--- src/rtl/imem_responder.sv ---
// rtl/imem_responder.sv - instruction fetch responder that gathers a 4-lane bundle from word-wide memory
// Lanes below the start lane stay zero; a misaligned PC is answered at once with resp_err.
module imem_responder #(
  parameter int ADDR_W = 32,
  parameter int INST_W = 32
) (
  input  logic                clk,
  input  logic                rst_n,
  input  logic                flush,
  input  logic                req_valid,
  output logic                req_ready,
  input  logic [ADDR_W-1:0]   req_pc,
  output logic                resp_valid,
  input  logic                resp_ready,
  output logic [ADDR_W-1:0]   resp_pc,
  output logic [4*INST_W-1:0] resp_inst,
  output logic [3:0]          resp_mask,
  output logic                resp_err,
  output logic                mem_rd_en,
  output logic [ADDR_W-1:0]   mem_addr,
  input  logic [INST_W-1:0]   mem_rdata
);

  typedef enum logic [1:0] {IDLE, READ, DRAIN, RESP} state_t;

  state_t     state, state_nxt;
  logic [1:0] lane;
  logic [1:0] start_lane;
  logic [1:0] pend_lane;
  logic       pend;
  logic       accept;
  logic       misaligned;

  assign accept     = req_valid && req_ready;
  assign misaligned = (req_pc[1:0] != 2'b00);

  always_comb begin
    state_nxt  = state;
    req_ready  = (state == IDLE) && !flush && rst_n;
    resp_valid = (state == RESP);
    mem_rd_en  = (state == READ) && !flush;
    mem_addr   = '0;
    if (mem_rd_en) mem_addr = {resp_pc[ADDR_W-1:4], lane, 2'b00};
    case (state)
      IDLE:  if (accept) state_nxt = misaligned ? RESP : READ;
      READ:  if (lane == 2'd3) state_nxt = DRAIN;
      DRAIN: state_nxt = RESP;
      RESP:  if (resp_ready) state_nxt = IDLE;
      default: state_nxt = IDLE;
    endcase
    if (flush) state_nxt = IDLE;
  end

  always_ff @(posedge clk or negedge rst_n) begin
    if (!rst_n) begin
      state      <= IDLE;
      lane       <= 2'd0;
      start_lane <= 2'd0;
      pend_lane  <= 2'd0;
      pend       <= 1'b0;
      resp_pc    <= '0;
      resp_inst  <= '0;
      resp_mask  <= 4'b0000;
      resp_err   <= 1'b0;
    end else begin
      state     <= state_nxt;
      // A read issued this cycle lands in its lane on the next edge.
      pend      <= mem_rd_en;
      pend_lane <= lane;
      if (flush) begin
        if (state != IDLE) begin
          resp_inst <= '0;
          resp_mask <= 4'b0000;
          resp_err  <= 1'b0;
        end
      end else begin
        if (pend) resp_inst[pend_lane*INST_W +: INST_W] <= mem_rdata;
        case (state)
          IDLE: begin
            if (accept) begin
              resp_pc    <= req_pc;
              lane       <= req_pc[3:2];
              start_lane <= req_pc[3:2];
              resp_inst  <= '0;
              resp_mask  <= 4'b0000;
              resp_err   <= misaligned;
            end
          end
          READ:    lane      <= lane + 2'd1;
          DRAIN:   resp_mask <= 4'b1111 << start_lane;
          default: ;
        endcase
      end
    end
  end

endmodule

--- config.mk ---
export PLATFORM = sky130hd
export DESIGN_NAME = imem_responder
export DESIGN_NICKNAME = d
export VERILOG_FILES = /design/src/rtl/imem_responder.sv
export SDC_FILE = /design/constraint.sdc
export NUM_CORES = 1
export LEC_CHECK = 0
export BUFFER_PORTS_ARGS = -buffer_cell sky130_fd_sc_hd__buf_2
export CAP_MARGIN = 20
export CORE_ASPECT_RATIO = 1.2
export CORE_MARGIN = 1.5
export CORE_UTILIZATION = 25
export CTS_BUF_LIST = sky130_fd_sc_hd__clkbuf_4
export DETAILED_ROUTE_END_ITERATION = 12
export GPL_TIMING_DRIVEN = 0
export SLEW_MARGIN = 20
export SYNTH_ARGS = -nofsm -noshare
export SYNTH_HDL_FRONTEND = slang
export SYNTH_SLANG_ARGS = --single-unit
--- constraint.sdc ---
create_clock -name clk -period 1.73 [get_ports clk]
set_input_delay 0.173 -clock clk [delete_from_list [all_inputs] [get_ports clk]]
set_output_delay 0.173 -clock clk [all_outputs]
set_load 0.1 [all_outputs]
==> run summary, run 1 <==
Outcome - finished with violations
Failing checks - negative hold slack, negative setup slack
Initial Utilization - 25.6%
Final Skew - 0.0287 ns
Final worst-path setup slack - -0.415 ns
Req. time, crit path - 1.56 ns
Tcrit/Tclk final - 124%
Critical path's slowest cell - dfrtp_1
Inserted Clock Buffers - 17
HP Class - in2async
Area leader, netlist - dfrtp_1
Hold Buf Count CTS - 66
Vias per cell - 4.62
Final cell count without fillers - 1222
Yosys top cell area share - 63.9%
VDD IR max - 0.00167 V
Lkg Pwr - 5.69 nW
CTS root buf - clkbuf_4
Crit Reg-Reg Endpoint - resp_inst[77]$_DFFE_PN0P_
Worst slack at placement - -0.596 ns
DRC violation count after routing - 0
Relative slew slack - 54.9%
Die Span Y - 183 um
Max Fclk - 0.466 GHz
Dominant synthesized flop cell - dfrtp_1
Antenna violations before repair - 1
Layout Area Growth over Synthesis - 63.0%
TritonCTS clock tree - yes
DR pass1 iterations - 4
Cells after DPL - 1083
Max stage delay on crit path - 0.46 ns
Max-slew violations - 0
IO buf count - 265
Starting DRT DRC Count - 198
Finished Core Util - 41.7%
Vias in the first global route - 5826
GR Overflow Total - 0
WL per Instance - 19.0 um
Worst Path Max Fanout - 6
Mean Syn Cell Area - 14.0 um2
First-pass GRT wire length - 34800 um
Final Setup Violations - 200
Max Cap Violations - 0
Hold WS - -0.418 ns
Clk Latency, worst-skew pair - 0.58 ns
Placed cell areas - 0.00861 mm2
Horiz. Die Dim - 153 um
Largest net degree at the start of global routing - 91
YS warnings - 0
CP Capture Type - output pin
Post-synth EDFFs - 0
RSZ-0062 raised after global routing - true
IO Pins - 269
# rows - 65
Placer Congestion - 0.814
Post-route cell area - 0.0110 mm2
Fin crit period - 2.14 ns
Startpoint Class - flop
Cell area after synthesis - 0.00674 mm2
Max clock buf depth - 2
Final HPWL DP - 14900 um
H-tree depth - 4
Crit path arrival time - 1.97 ns
Layout cells sized above 1 - 52.1%
Via count - 5650
Num Clock Sinks - 172
Post-Synthesis Cells - 481
FF-to-FF Start - state[1]$_DFFE_PN0P_
Slew @ Worst Pin - 0.676 ns
Crit path cell chain - inv_2 > ha_4 > nand2b_4 > inv_8 > clkbuf_8 > and2_4 > buf_12
Layout net count - 952
Pwr dens - 1510 mW/mm2
R2R cell count - 10
GRT Overall Usage - 16.3%
Sum of negative setup slack - -52.87 ns
Post-DRT Antenna Nets - 0
Final WL - 23200 um
Reg clk slew, reported paths - 0.17 ns
Most common cell after layout, fill and taps aside - buf_2
Final hold vios - 82
Synth Register Bits - 172
Most frequent cells in the layout - 220 x buf_2, 170 x dfrtp_1, 129 x a22o_1
Register area share after synthesis - 63.9%
Post-synth ARST share - 100%
Core Region - 0.0264 mm2
Reg-to-reg setup timing slack - -0.35 ns
Total die area - 0.0279 mm2
Post-synthesis cell type count - 34
Critical path type - reg2out
Top cells by area, synth - dfrtp_1 64%, a22o_1 17%, mux2_2 5.4%
Power Total - 16.6 mW
-- what timing repair did --
item | in CTS | in global routing
gates cloned | 7 | 5
hold endpoints to repair | 245 | 82
buffers inserted | 23 | 8
endpoints found under the setup margin | 202 | 211
pin swaps | 16 | 8
resized for setup | 250 | 33
-- kinds of logic after synthesis --
group / synth area share [%]
AND/OR/NAND/NOR: 6.09
multiplexers: 5.65
AO/OA/AOI/OAI: 18.8
other: 0.0557
buffers and inverters: 3.42
flip-flops: 63.9
adder cells (fa/ha/maj): 2.04
-- registers in the layout, indices dropped and copies added (netlist names) --
name,cells
pend_lane,2
resp_pc,32
resp_inst,128
state,2
resp_err,1
pend,1
resp_mask,4
lane,2
-- layer usage --
layer | vias to the layer above | global-route usage [%] | part of all wire (%)
met5 | - | 0 | 0
met4 | 0 | 5.23 | 1.7
met3 | 23 | 4.56 | 6.0
met2 | 231 | 28.0 | 51
met1 | 2818 | 19.8 | 41
li1 | 2578 | - | -
-- synthesized netlist by cell type (all sizes together), types with 4 or more instances --
library cell,n
dfrtp,172
a22o,129
mux2,32
and2,31
buf,23
clkbuf,16
ha,11
nand2,11
nor2,10
inv,6
o21ai,5
a211oi,4
nand2b,4
-- worst max path at each step --
stage	start	end	slack, ns	depth (start not counted)
finish	state[1]$_DFFE_PN0P_	mem_addr[19]	-0.41	7
global route	state[1]$_DFFE_PN0P_	mem_addr[19]	-0.57	7
CTS	state[1]$_DFFE_PN0P_	mem_addr[29]	-0.49	7
detailed placement	rst_n	resp_inst[47]$_DFFE_PN0P_	-0.60	6
global placement	rst_n	lane[0]$_DFFE_PN0P_	-3.61	5
floorplan	state[1]$_DFFE_PN0P_	mem_addr[22]	-0.06	6
-- report_power, final --
group / switching (mW) / internal [mW]
clock network: 1.62 / 0.770
logic: 6.53 / 2.57
registers: 0.538 / 4.59
total: 8.70 / 7.93
-- layout make-up --
type	instances	area (um2)
Fill cell	2441	15400
Tap cell	335	419
Sequential cell	172	4310
Buffer	35	437
Multi-Input combinational cell	265	2400
Clock buffer	17	128
Antenna cell	2	5.00
Clock inverter	15	151
Timing Repair Buffer	375	3100
Inverter	6	30.0
-- worst max-delay path, delay by kind of cell, from the launching register on --
family	cells	cell delay, ns
buffers and inverters	4	0.52
flip-flops	1	0.46
adder cells (fa/ha/maj)	1	0.15
AND/OR/NAND/NOR	2	0.25
Power figures use the tool's default switching activity.
==> run 2, diff against run 1 <==
--- a/config.mk
+++ b/config.mk
@@ -5,6 +5,7 @@
 export SDC_FILE = /design/constraint.sdc
 export NUM_CORES = 1
 export LEC_CHECK = 0
+export ABC_AREA = 1
 export BUFFER_PORTS_ARGS = -buffer_cell sky130_fd_sc_hd__buf_2
 export CAP_MARGIN = 20
 export CORE_ASPECT_RATIO = 1.2
==> run summary, run 2 <==
Most numerous cell in the Yosys netlist - nand2_1 (was dfrtp_1)
Compound-Gate Fraction of Synth Area - 4.12% (was 18.8%)
Final WL - 37400 um (was 23200 um)
DRC violation count after routing - 0 (unchanged)
Die Span Y - 210 um (was 183 um)
Fin crit period - 2.12 ns (was 2.14 ns)
Max clock buf depth - 2 (unchanged)
Vias per cell - 4.55 (was 4.62)
Largest register FFs - 128 (unchanged)
Post-Synth Adder-Cell Area - 1.54% (was 2.04%)
Dominant synthesized flop cell - dfrtp_1 (unchanged)
Num Clock Sinks - 172 (unchanged)
RSZ-0062 raised after global routing - true (unchanged)
Final HPWL DP - 25300 um (was 14900 um)
Final Setup Violations - 150 (was 200)
Final worst-path setup slack - -0.393 ns (was -0.415 ns)
Vias in the first global route - 9794 (was 5826)
R2R cell count - 11 (was 10)
Clk Latency, worst-skew pair - 0.62 ns (was 0.58 ns)
Met1 WL - 14200 um (was 9520 um)
Routed wl met3 - 2240 um (was 1390 um)
Worst Path Max Fanout - 6 (unchanged)
Reg clk slew, reported paths - 0.17 ns (about the same)
Post-Synthesis Cells - 1274 (was 481)
WL per Instance - 17.3 um (was 19.0 um)
Post-synth ARST share - 100% (unchanged)
VDD IR max - 0.00171 V (was 0.00167 V)
Most common cell after layout, fill and taps aside - nand2_1 (was buf_2)
Antenna violations before repair - 2 (was 1)
Critical path type - reg2out (unchanged)
Relative slew slack - 58.3% (was 54.9%)
Synth Register Bits - 172 (unchanged)
Final hold vios - 83 (was 82)
Layout net count - 1762 (was 952)
CTS root buf - clkbuf_4 (unchanged)
Synth cell count leaders - 645 x nand2_1, 172 x dfrtp_1, 103 x nand3_1 (was 172 x dfrtp_1, 129 x a22o_1, 32 x mux2_2)
Most frequent cells in the layout - 575 x nand2_1, 211 x buf_2, 144 x dfrtp_1 (was 220 x buf_2, 170 x dfrtp_1, 129 x a22o_1)
Max-slew violations - 0 (unchanged)
Initial Utilization - 25.5% (was 25.6%)
GR Overflow Total - 0 (unchanged)
First-pass GRT wire length - 54900 um (was 34800 um)
Max Fclk - 0.471 GHz (was 0.466 GHz)
IO Pins - 269 (unchanged)
Largest regs - resp_inst: 128 flops, resp_pc: 32 flops, resp_mask: 4 flops (unchanged)
Horiz. Die Dim - 176 um (was 153 um)
Post-synth EDFFs - 0 (unchanged)
XOR/XNOR Fraction of Synth Area - 0% (unchanged)
Layout Area Growth over Synthesis - 65.4% (was 63.0%)
YS warnings - 0 (unchanged)
Placer Congestion - 0.840 (was 0.814)
Met2 WL - 19600 um (was 11900 um)
Post-synthesis cell type count - 24 (was 34)
Startpoint Class - flop (unchanged)
Synth Area in Simple Gates - 38.6% (was 6.09%)
Final Skew - 0.0277 ns (was 0.0287 ns)
Layout cells sized above 1 - 42.0% (was 52.1%)
GRT Overall Usage - 19.4% (was 16.3%)
Mean Syn Cell Area - 7.03 um2 (was 14.0 um2)
Lkg Pwr - 8.11 nW (was 5.69 nW)
Total die area - 0.0370 mm2 (was 0.0279 mm2)
Pwr dens - 1530 mW/mm2 (was 1510 mW/mm2)
Sum of negative setup slack - -27.54 ns (was -52.87 ns)
Top cells by area, synth - dfrtp_1 48%, nand2_1 27%, nand3_1 5.8% (was dfrtp_1 64%, a22o_1 17%, mux2_2 5.4%)
Mux share of post-synthesis cell area - 0% (was 5.65%)
Max Cap Violations - 0 (unchanged)
Failing checks - negative hold slack, negative setup slack (unchanged)
Starting DRT DRC Count - 626 (was 198)
Hold WS - -0.0716 ns (was -0.418 ns)
# rows - 75 (was 65)
Core Region - 0.0351 mm2 (was 0.0264 mm2)
Cell area after synthesis - 0.00896 mm2 (was 0.00674 mm2)
HP Class - in2async (unchanged)
Largest register by flop count - resp_inst (unchanged)
Tcrit/Tclk final - 123% (was 124%)
CP Capture Type - output pin (unchanged)
Largest net degree at the start of global routing - 83 (was 91)
Slew @ Worst Pin - 0.625 ns (was 0.676 ns)
Area leader, netlist - dfrtp_1 (unchanged)
Uppermost layer routed - met4 (unchanged)
Yosys top cell area share - 48.0% (was 63.9%)
Via count - 9816 (was 5650)
Outcome - finished with violations (unchanged)
Largest family of logic cells by synthesized area - simple AND/OR/NAND/NOR gates (was compound AO/OA/AOI/OAI gates)
TritonCTS clock tree - yes (unchanged)
DR pass1 iterations - 5 (was 4)
Fill cells - 3464 (was 2441)
IO buf count - 265 (unchanged)
H-tree depth - 4 (unchanged)
Power Total - 22.6 mW (was 16.6 mW)
Inserted Clock Buffers - 17 (unchanged)
Crit path arrival time - 1.95 ns (was 1.97 ns)
Req. time, crit path - 1.56 ns (about the same)
Hold Buf Count CTS - 73 (was 66)
Post-DRT Antenna Nets - 0 (unchanged)
Register area share after synthesis - 48.0% (was 63.9%)
[run 2: critical path: stages, from the launching register on]
cell       delay, ns
dfrtp_1         0.44
inv_2           0.10
ha_4            0.17
nand2_8         0.09
clkbuf_16       0.19
nor2_4          0.15
buf_12          0.19
[run 2: layout make-up]
cell class	instances	area, um2	area share (%)
antenna	2	5.00	0.0338
buffer	78	756	5.10
clock buffer	17	128	0.861
clock inverter	15	148	0.996
inverter	80	324	2.19
multi-input combinational	945	5150	34.7
sequential	172	4340	29.3
tap	462	578	3.90
timing repair buffer	387	3380	22.8
timing repair inverter	1	16.3	0.110
[run 2: logic make-up after synthesis]
group                    count (synthesis)
buffers and inverters                  158
adder cells (fa/ha/maj)                 11
AO/OA/AOI/OAI                           73
flip-flops                             172
AND/OR/NAND/NOR                        859
other                                    1
[run 2: routing by layer]
metal / vias to the layer above / GRT usage, %
met3: 65 / 4.82
li1: 4718 / -
met5: - / 0
met2: 330 / 35.7
met4: 0 / 7.28
met1: 4703 / 21.2
[run 2: path summary, 6_finish.rpt]
path,from,endpoint,slack (ns)
worst max-delay path,state[1]$_DFFE_PN0P_,mem_addr[28],-0.39
worst min-delay path,rst_n,state[1]$_DFFE_PN0P_,-0.07
worst max register to register,pend_lane[0]$_DFF_PN0_,resp_inst[107]$_DFFE_PN0P_,-0.25
worst min register to register,lane[0]$_DFFE_PN0P_,pend_lane[0]$_DFF_PN0_,0.45
max in group asynchronous,rst_n,resp_pc[15]$_DFFE_PN0P_,0.98
min in group clk,flush,resp_inst[63]$_DFFE_PN0P_,-0.02
[run 2: metrics by stage]
stage	cell area (um2)	hold WS [ns]	worst slack, ns	instances	utilization [%]
4_1_cts	13700	-0.0980	-0.454	2142	39.1
2_1_floorplan	9320	-0.123	-0.0647	1275	-
6_report	14800	-0.0716	-0.393	2159	42.2
5_1_grt	14800	-0.0838	-0.484	2159	42.2
3_3_place_gp	11200	0.407	-3.22	2002	32.0
3_5_place_dp	11300	0.0632	-0.577	2004	32.2
[run 2: repair_timing]
| item | CTS | global route |
|---|---|---|
| endpoints found under the setup margin | 205 | 219 |
| endpoints found under the hold margin | 272 | 83 |
| buffers inserted | 25 | 10 |
| pin swaps | 23 | 89 |
| resized for setup | 289 | 290 |
| gates cloned | 9 | 9 |
[run 2: where the power goes]
| part | internal (mW) | total (mW) | leakage (nW) | switching, mW |
|---|---|---|---|---|
| Clock | 0.854 | 2.46 | 0.141 | 1.61 |
| Combinational | 4.22 | 14.9 | 5.70 | 10.6 |
| Sequential | 4.75 | 5.29 | 2.27 | 0.543 |
| Total | 9.83 | 22.6 | 8.11 | 12.8 |
